==> config.mk <==
export PLATFORM = sky130hd
export DESIGN_NAME = osbm
export DESIGN_NICKNAME = d
export VERILOG_FILES = /design/src/rtl/sw_pkg.sv /design/src/rtl/osbm_fifo.sv /design/src/rtl/osbm.sv
export SDC_FILE = /design/constraint.sdc
export NUM_CORES = 1
export LEC_CHECK = 0
export ABC_AREA = 1
export CORE_ASPECT_RATIO = 2
export CORE_UTILIZATION = 59
export CTS_CLUSTER_SIZE = 24
export DETAILED_ROUTE_END_ITERATION = 16
export GPL_TIMING_DRIVEN = 0
export PLACE_DENSITY = 0.86
export SYNTH_ARGS = -nofsm -noshare
export SYNTH_HDL_FRONTEND = slang
export SYNTH_HIERARCHICAL = 1
export SYNTH_SLANG_ARGS = --single-unit
==> constraint.sdc <==
create_clock -name clk -period 5.56 [get_ports clk]
set_clock_uncertainty 0.2 [all_clocks]
set_input_delay 0.556 -clock clk [delete_from_list [all_inputs] [get_ports clk]]
set_output_delay 0.556 -clock clk [all_outputs]
set_load 0.01 [all_outputs]
==> src/rtl/sw_pkg.sv <==
// Shared switch types.
//   flit_type_t  : 2-bit flit type carried beside every payload word.
//   osbm_state_t : control states of the output-side buffer manager.
//   ASSERT/NEGATE: readable single-bit drive levels.
package sw_pkg;

  typedef enum logic [1:0] {
    NONE = 2'b00,
    HEAD = 2'b01,
    BODY = 2'b10,
    TAIL = 2'b11
  } flit_type_t;

  typedef enum logic {
    IDLE = 1'b0,
    XFER = 1'b1
  } osbm_state_t;

  localparam logic ASSERT = 1'b1;
  localparam logic NEGATE = 1'b0;

endpackage

==> src/rtl/osbm_fifo.sv <==
// Output FIFO of the output-side buffer manager.
// Synchronous write, show-ahead read: rdata always shows the head entry
// and reads as all-zero while the FIFO is empty.
//   clk, rst     : clock, asynchronous active-low reset
//   push, wdata  : write request and data (dropped while full)
//   pop          : remove head entry (ignored while empty)
//   rdata        : head entry
//   full, empty  : occupancy flags
//   count        : number of stored entries, 0..DEPTH
module osbm_fifo #(
  parameter int W     = 34,
  parameter int DEPTH = 16,
  localparam int AW   = $clog2(DEPTH),
  localparam int CW   = AW + 1
) (
  input  logic          clk,
  input  logic          rst,
  input  logic          push,
  input  logic [W-1:0]  wdata,
  input  logic          pop,
  output logic [W-1:0]  rdata,
  output logic          full,
  output logic          empty,
  output logic [CW-1:0] count
);

  logic [W-1:0]  mem [DEPTH];
  logic [AW-1:0] wr_ptr;
  logic [AW-1:0] rd_ptr;
  logic          do_push;
  logic          do_pop;

  assign full    = (count == CW'(DEPTH));
  assign empty   = (count == '0);
  assign do_push = push & ~full;
  assign do_pop  = pop & ~empty;

  // Pointers are AW bits wide and DEPTH is a power of two, so they wrap
  // mod DEPTH naturally.
  always_ff @(posedge clk or negedge rst) begin
    if (!rst) begin
      wr_ptr <= '0;
      rd_ptr <= '0;
      count  <= '0;
    end else begin
      if (do_push) wr_ptr <= wr_ptr + AW'(1);
      if (do_pop)  rd_ptr <= rd_ptr + AW'(1);
      case ({do_push, do_pop})
        2'b10:   count <= count + CW'(1);
        2'b01:   count <= count - CW'(1);
        default: count <= count;
      endcase
    end
  end

  // NOTE: storage has no reset; count==0 already marks every entry invalid,
  // and leaving it unreset lets it map onto plain RAM.
  always_ff @(posedge clk) begin
    if (do_push) mem[wr_ptr] <= wdata;
  end

  assign rdata = empty ? '0 : mem[rd_ptr];

endmodule

==> src/rtl/osbm.sv <==
// Output-side buffer manager, one per switch output port.
// Grants one input at a time (round-robin) when the output FIFO has room
// for a maximum-length packet, captures that input's flits up to TAIL and
// drains them downstream with a valid/ready handshake.
//   clk, rst            : clock, asynchronous active-low reset
//   req[NPORT]          : level request per input, held until ack
//   ack[NPORT]          : one-hot single-cycle grant pulse
//   in_type[2*NPORT]    : packed flit type per input, slice i = [2i+1:2i]
//   in_data[DW*NPORT]   : packed flit payload per input
//   out_valid/out_ready : downstream handshake on the FIFO head
//   out_type/out_data   : head flit (NONE/0 while empty)
//   busy                : high while a packet is being captured
module osbm
  import sw_pkg::*;
#(
  parameter int NPORT  = 4,
  parameter int DW     = 32,
  parameter int DEPTH  = 16,
  parameter int MAXPKT = 8
) (
  input  logic                clk,
  input  logic                rst,
  input  logic [NPORT-1:0]    req,
  output logic [NPORT-1:0]    ack,
  input  logic [2*NPORT-1:0]  in_type,
  input  logic [DW*NPORT-1:0] in_data,
  output logic                out_valid,
  input  logic                out_ready,
  output logic [1:0]          out_type,
  output logic [DW-1:0]       out_data,
  output logic                busy
);

  localparam int SW = (NPORT > 1) ? $clog2(NPORT) : 1;
  localparam int CW = $clog2(DEPTH) + 1;
  localparam int FW = DW + 2;

  if (DEPTH < MAXPKT) begin : g_depth_check
    $error("osbm: DEPTH must be >= MAXPKT");
  end

  osbm_state_t   state, next_state;
  logic [SW-1:0] sel;
  logic [SW-1:0] rr;
  logic [SW-1:0] winner;
  flit_type_t    cur_type;
  logic [DW-1:0] cur_data;
  logic [CW-1:0] fifo_count;
  logic [CW-1:0] free;
  logic          fifo_full;
  logic          fifo_empty;
  logic [FW-1:0] fifo_rdata;
  logic          push;
  logic          grant;
  logic          tail_done;

  // First requester found scanning upward from the rr pointer.
  function automatic logic [SW-1:0] rr_pick(input logic [NPORT-1:0] r,
                                            input logic [SW-1:0]    p);
    logic [SW-1:0] g;
    logic          found;
    int            idx;
    g     = p;
    found = 1'b0;
    for (int k = 0; k < NPORT; k++) begin
      idx = (int'(p) + k) % NPORT;
      if (!found && r[idx]) begin
        g     = SW'(idx);
        found = 1'b1;
      end
    end
    return g;
  endfunction

  assign winner   = rr_pick(req, rr);
  assign cur_type = flit_type_t'(in_type[2*sel +: 2]);
  assign cur_data = in_data[DW*sel +: DW];
  assign free     = CW'(DEPTH) - fifo_count;

  // NOTE: every signal written here gets a default first, so no path can
  // leave it unassigned and infer a latch.
  always_comb begin
    next_state = state;
    ack        = '0;
    push       = NEGATE;
    grant      = NEGATE;
    tail_done  = NEGATE;
    case (state)
      IDLE: begin
        // rst is folded in so ack stays low while reset is held, even
        // though the FIFO reads empty and req may still be high.
        if (rst && (|req) && (free >= CW'(MAXPKT))) begin
          ack[winner] = ASSERT;
          grant       = ASSERT;
          next_state  = XFER;
        end
      end
      XFER: begin
        // NONE cycles are bubbles inside the packet: nothing is written.
        if (cur_type != NONE) begin
          push = ASSERT;
          if (cur_type == TAIL) begin
            tail_done  = ASSERT;
            next_state = IDLE;
          end
        end
      end
      default: next_state = IDLE;
    endcase
  end

  // NOTE: state registers use non-blocking assignments so every flop
  // samples pre-edge values regardless of block ordering.
  always_ff @(posedge clk or negedge rst) begin
    if (!rst) begin
      state <= IDLE;
      sel   <= '0;
      rr    <= '0;
    end else begin
      state <= next_state;
      if (grant) sel <= winner;
      // Priority moves past the input that just finished its packet.
      if (tail_done) rr <= (sel == SW'(NPORT - 1)) ? '0 : sel + SW'(1);
    end
  end

  osbm_fifo #(
    .W     (FW),
    .DEPTH (DEPTH)
  ) u_fifo (
    .clk   (clk),
    .rst   (rst),
    .push  (push),
    .wdata ({cur_type, cur_data}),
    .pop   (out_ready),
    .rdata (fifo_rdata),
    .full  (fifo_full),
    .empty (fifo_empty),
    .count (fifo_count)
  );

  assign out_valid = ~fifo_empty;
  assign out_type  = fifo_rdata[FW-1:DW];
  assign out_data  = fifo_rdata[DW-1:0];
  assign busy      = (state == XFER);

  // The admission rule makes overflow impossible for a well-formed sender;
  // a write while full means the sender broke the MAXPKT contract.
  a_no_overflow: assert property (@(posedge clk) disable iff (!rst)
                                  !(push && fifo_full))
    else $error("osbm: flit written while FIFO full");

endmodule

* After elaboration in Yosys (flattened, before gate mapping)
Memory sizes are Yosys's and may differ from the RTL's.
Index checks and enable logic that the tools add are counted.
** Word-level totals
- Register bits :: 18
- Bits in latches :: 0
- RAM bits :: 544
- Memory bits (read-only) :: 0
- Input port bits :: 143
- Output and inout port bits :: 40
- Word-level logic and storage cells :: 90
- Memories :: 1
** Operators by class
- Add/subtract/negate cells :: 9
- $mul :: 0
- Divide/modulo/power cells :: 0
- Magnitude comparators :: 7
- Eq/ne operators :: 5
- Shifts and indexed selects :: 2
- Multiplexer cells :: 36
- Bitwise gates (word level) :: 8
- Reduce and logical (&&, ||, !) cells :: 16
** Memories
- u_fifo.mem :: depth 16, bits a word 34, read ports 1, clocked after memory_dff 0, write ports 1, line osbm_fifo.sv:27 : logic [W-1:0] mem [DEPTH];
** Operators with widths (number)
- indexed part select 128 x 8 -> 32 bit :: 1
- two-way mux 34 bit :: 1
- two-way mux 1 bit :: 22
- < comparator 3 x 4 -> 1 bit, second input constant :: 3
- one-hot mux 5 bit (2 select lines) :: 1
- adder 4 x 1 -> 4 bit, second input constant :: 2
- binary-select mux 1 bit (select 2 bit) :: 4
- two-way mux 2 bit :: 4
- two-way mux 4 bit :: 2
- indexed part select 8 x 4 -> 2 bit :: 1
- == test 2 bit, second input constant :: 3
- logical AND 1 bit :: 6
- < comparator 2 x 3 -> 1 bit, second input constant :: 2
- OR reduction 2 bit :: 3
- adder 5 x 1 -> 5 bit, second input constant :: 1
- == test 5 bit, second input constant :: 1
- greater-or-equal comparator 5 x 4 -> 1 bit, second input constant :: 1
- zero test 5 bit :: 1
- subtractor 5 x 1 -> 5 bit, second input constant :: 1
- subtractor 5 bit, first input constant :: 1
- adder 2 x 1 -> 2 bit, second input constant :: 2
- adder 2 bit, second input constant :: 2
- nonzero test 2 bit :: 2
- OR reduction 4 bit :: 1
- 8 further kinds :: 15

* Longest topological paths before layout
Gate-level depths: netlist of run 1.
- Depth after elaboration :: 20
- Gate-level depth with buffers :: 17
- Depth with buffers taken out :: 16

* Modules after synthesis
The synthesis of run 1 kept the hierarchy.
** By module, submodules not included
- osbm_fifo :: times used 1, cells each 1910, area each 22739.3 um^2, sequential area each 16661.0 um^2
- osbm :: times used 1, cells each 306, area each 1579.0 um^2, sequential area each 125.1 um^2

* Worst setup path after synthesis of run 1
Ideal clock, no wire load.
- Kind :: in2reg
- Start :: input in_type[3]
- End :: memory u_fifo.mem[11][0], enable pin
- Library setup time :: 0.468 ns
- Arrival :: 4.134 ns
- Data required time :: 4.892 ns
- Path slack :: 0.758 ns
- Stages :: 6
- Path buffers :: 0
- Path through :: nand2_1 -> a32oi_1 -> inv_1 -> a21oi_1 -> nand3_1 -> nor3_1
** On the way
- Cells in the longest elaborated chain, start to end :: 7
** RTL lines
- start, declared :: line osbm.sv:25 : input logic [2*NPORT-1:0] in_type,
- indexed part select 8 x 4 -> 2 bit :: line osbm.sv:76 : assign cur_type = flit_type_t'(in_type[2*sel +: 2]);
- via cur_type[1] :: line osbm.sv:46 : flit_type_t cur_type;
- nonzero test 2 bit :: line osbm.sv:100 : if (cur_type != NONE) begin
- two-way mux 1 bit :: line osbm.sv:100
- two-way mux 1 bit :: line osbm.sv:88 : case (state)
- via push :: line osbm.sv:53 : logic push;
- AND 1 bit :: line osbm_fifo.sv:35 : assign do_push = push & ~full;
- two-way mux 1 bit :: line osbm_fifo.sv:59 : if (do_push) mem[wr_ptr] <= wdata;
- two-way mux 1 bit (implied by the code) :: line osbm_fifo.sv:59
- end, declared :: line osbm_fifo.sv:27
The timed path passes the listed nets, and every way through them passes these cells.

* Worst setup path after layout of run 1
- Start :: register sel[1]
- End :: memory u_fifo.mem[7][27], enable pin
** On the way
- Cells in the longest elaborated chain, start to end :: 7
** RTL lines
- start, declared :: line osbm.sv:43 : logic [SW-1:0] sel;
- start signal, assigned :: line osbm.sv:121 : if (grant) sel <= winner;
- indexed part select 8 x 4 -> 2 bit :: line osbm.sv:76
- via cur_type[1] :: line osbm.sv:46
- nonzero test 2 bit :: line osbm.sv:100
- two-way mux 1 bit :: line osbm.sv:100
- two-way mux 1 bit :: line osbm.sv:88
- via push :: line osbm.sv:53
- AND 1 bit :: line osbm_fifo.sv:35
- two-way mux 1 bit :: line osbm_fifo.sv:59
- two-way mux 1 bit (implied by the code) :: line osbm_fifo.sv:59
The timed path passes the listed nets, and every way through them passes these cells.

==> results of run 1 <==
-- routing by layer --
metal  global-route usage, %  up-vias
li1                        -     8235
met1                    42.2     9224
met2                    65.6     2072
met3                    11.4      576
met4                    34.1        2
met5                       0        -
-- layout make-up --
type	instances	area, um2	share of cell area [%]
clock buffers	54	1240	4.29
inverters	33	124	0.428
plain buffers	139	800	2.76
repair buffers	212	2300	7.94
flip-flops and latches	562	16800	57.9
multi-input cells	1481	6810	23.5
diodes	1	2.50	0.00864
well taps	530	663	2.29
clock inverters	25	248	0.855
-- path summary, 6_finish.rpt --
| path | from | slack, ns | depth (start not counted) | end |
|---|---|---|---|---|
| max in group asynchronous | rst | 4.10 | 1 | u_fifo/count[1]$_DFFE_PN0P_ |
| worst max register to register | sel[1]$_DFFE_PN0P_ | 0.70 | 11 | u_fifo/mem[7][27]$_DFFE_PP_ |
| worst max-delay path | sel[1]$_DFFE_PN0P_ | 0.70 | 11 | u_fifo/mem[7][27]$_DFFE_PP_ |
| worst min-delay path | rst | 0.37 | 1 | u_fifo/rd_ptr[1]$_DFFE_PN0P_ |
| worst min register to register | u_fifo/count[0]$_DFFE_PN0P_ | 0.39 | 1 | u_fifo/count[0]$_DFFE_PN0P_ |
| min in group clk | u_fifo/count[0]$_DFFE_PN0P_ | 0.39 | 1 | u_fifo/count[0]$_DFFE_PN0P_ |
-- flip-flops by register name (all words and copies together) (netlist names) --
| signal | cells |
|---|---|
| busy | 1 |
| rr | 2 |
| sel | 2 |
| u_fifo/count | 5 |
| u_fifo/mem | 544 |
| u_fifo/rd_ptr | 4 |
| u_fifo/wr_ptr | 4 |
-- report_power, final --
group / total, W / switching, W / leakage [nW] / internal [W]
combinational: 0.00843 / 0.00600 / 4.84 / 0.00242
clock: 0.00328 / 0.00149 / 0.729 / 0.00179
sequential: 0.00616 / 0.000210 / 5.13 / 0.00595
total: 0.0179 / 0.00770 / 10.7 / 0.0102
-- cells in the final DEF (no fill, tap or decap), drive strengths merged, types with 7 or more instances in the layout --
cell,n
a21oi,40
inv,37
clkdlybuf4s50,182
clkbuf,98
xor2,7
ha,10
o22ai,32
nand3,437
edfxtp,544
nand2,779
o21ai,73
buf,125
clkinv,15
dfrtp,18
nor2,91
-- stage by stage --
step	instances	TNS (ns)
2_1_floorplan	2215	0
3_3_place_gp	2927	-680.34
3_5_place_dp	2953	0
4_1_cts	3032	0
5_1_grt	3036	0
6_report	3037	0
==> impl_metrics.yaml, run 1 <==
status:
  outcome: "finished, final reports clean"
critical_path:
  end_kind: "flop"
  path_buf_inv: 7
  crit_family: "buffers and inverters"
  cp_max_fo: 12
  cp_slowest_stage_delay_ns: 0.95
  slowest_stage: "nor3_2"
  startpoint_type: "flop"
  critPathArrivalTime_ns: 4.94
  crit_chain: "inv_1, a32oi_1, buf_4, inv_1, a21oi_1, nand3_1, nor3_2, buf_6, buf_6, buf_6, buf_6"
  crit_top_cell: "buf_6"
  critPathRequiredTime_ns: 5.64
  path_class: "flop to flop"
detailed_routing:
  drt_iter0_markers: 3057
  highest-signal-layer: "met5"
  wl_per_cell_um: 27.3
  dr_total_vias: 20100
  drc: 0
  drt_pass1_iterations: 7
  wl_um: 83000
  ant_nets: 0
  wl_met3_um: 11400
  wl_met2_um: 39300
  vias_per_cell: 6.62
  wl_met1_um: 23800
place:
  numPortBuffers: 182
  dp_hpwl_um: 54800
  pre_cts_ws_ns: 0.516
  gp_congestion: 0.939
  place_area_um2: 27400
sta:
  maxSlewViolCount: 0
  hold_ws_ns: 0.369
  setup_viol: 0
  min_period_over_period_pct: 87.4
  fin_crit_ns: 4.86
  finalHoldViolCount: 0
  rsz0062_at_grt: "false"
  setup_ws_ns: 0.702
  worst_pin_slew_ns: 1.46
  slew_headroom_pct: 2.79
  timing.fmax_ghz: 0.206
cts:
  cts-root-buf: "clkbuf_16"
  cts_hold_buffers: 0
  insertion_delay_ns: 0.58
  clockBufferDepth: 3
  cts_max_level: 2
  clk_pin_slew_ns: 0.08
  clock-sinks: 562
  post-cts-setup-buffers: 0
  numCtsBuffers: 45
  ctsResizeCount: 0
  tritoncts: "built"
global_route:
  grt_first_pass_wirelength_um: 121000
  grt_max_degree: 30
  track_usage_pct: 39.8
  grt_pass1_vias: 20400
  globalRouteOverflowTotal: 0
  antenna_found_initial: 1
final_layout:
  syn_to_final_growth_pct: 19.1
  nets: 2627
  fin_util_pct: 71.6
  fillers: 2457
  fin_area_um2: 29000
  drive_gt1_share_pct: 9.58
die:
  core_um2: 40500
  dieArea_um2: 42100
  io_pins: 183
  die_w_um: 146
  die_h_um: 289
  start_util_pct: 60.1
  num_rows: 104
synthesis:
  synth_nets: 2368
  avgSynthCellArea_um2: 11.0
  syn_area_um2: 24300
  synthCells: 2215
  yosysWarnings: 6
pwr:
  peakVddDrop_uv: 346
  power_density_nw_per_um2: 617
  leakagePower_nw: 10.7
  totalPowerFinal_w: 0.0179
job:
  drv_cap: 0
worst_hold_path:
  min_path_type: "input pin to async pin"
(Power assumes the default switching activity.)
==> run 2: changes to the inputs <==
Clock period 5.56 ns to 5.23 ns, I/O delays scaled along.
==> results of run 2 <==
The final DEF is identical to that of run 1. Status: finished, final reports clean.
Main changes from that run: setup slack after placement 0.516 ns -> 0.219 ns; setup slack after layout 0.702 ns -> 0.372 ns; hold slack 0.369 ns -> 0.336 ns; register-to-register setup slack 0.70 ns -> 0.37 ns; total power 0.0179 W -> 0.0190 W; worst IR drop on VDD 346 uV -> 368 uV
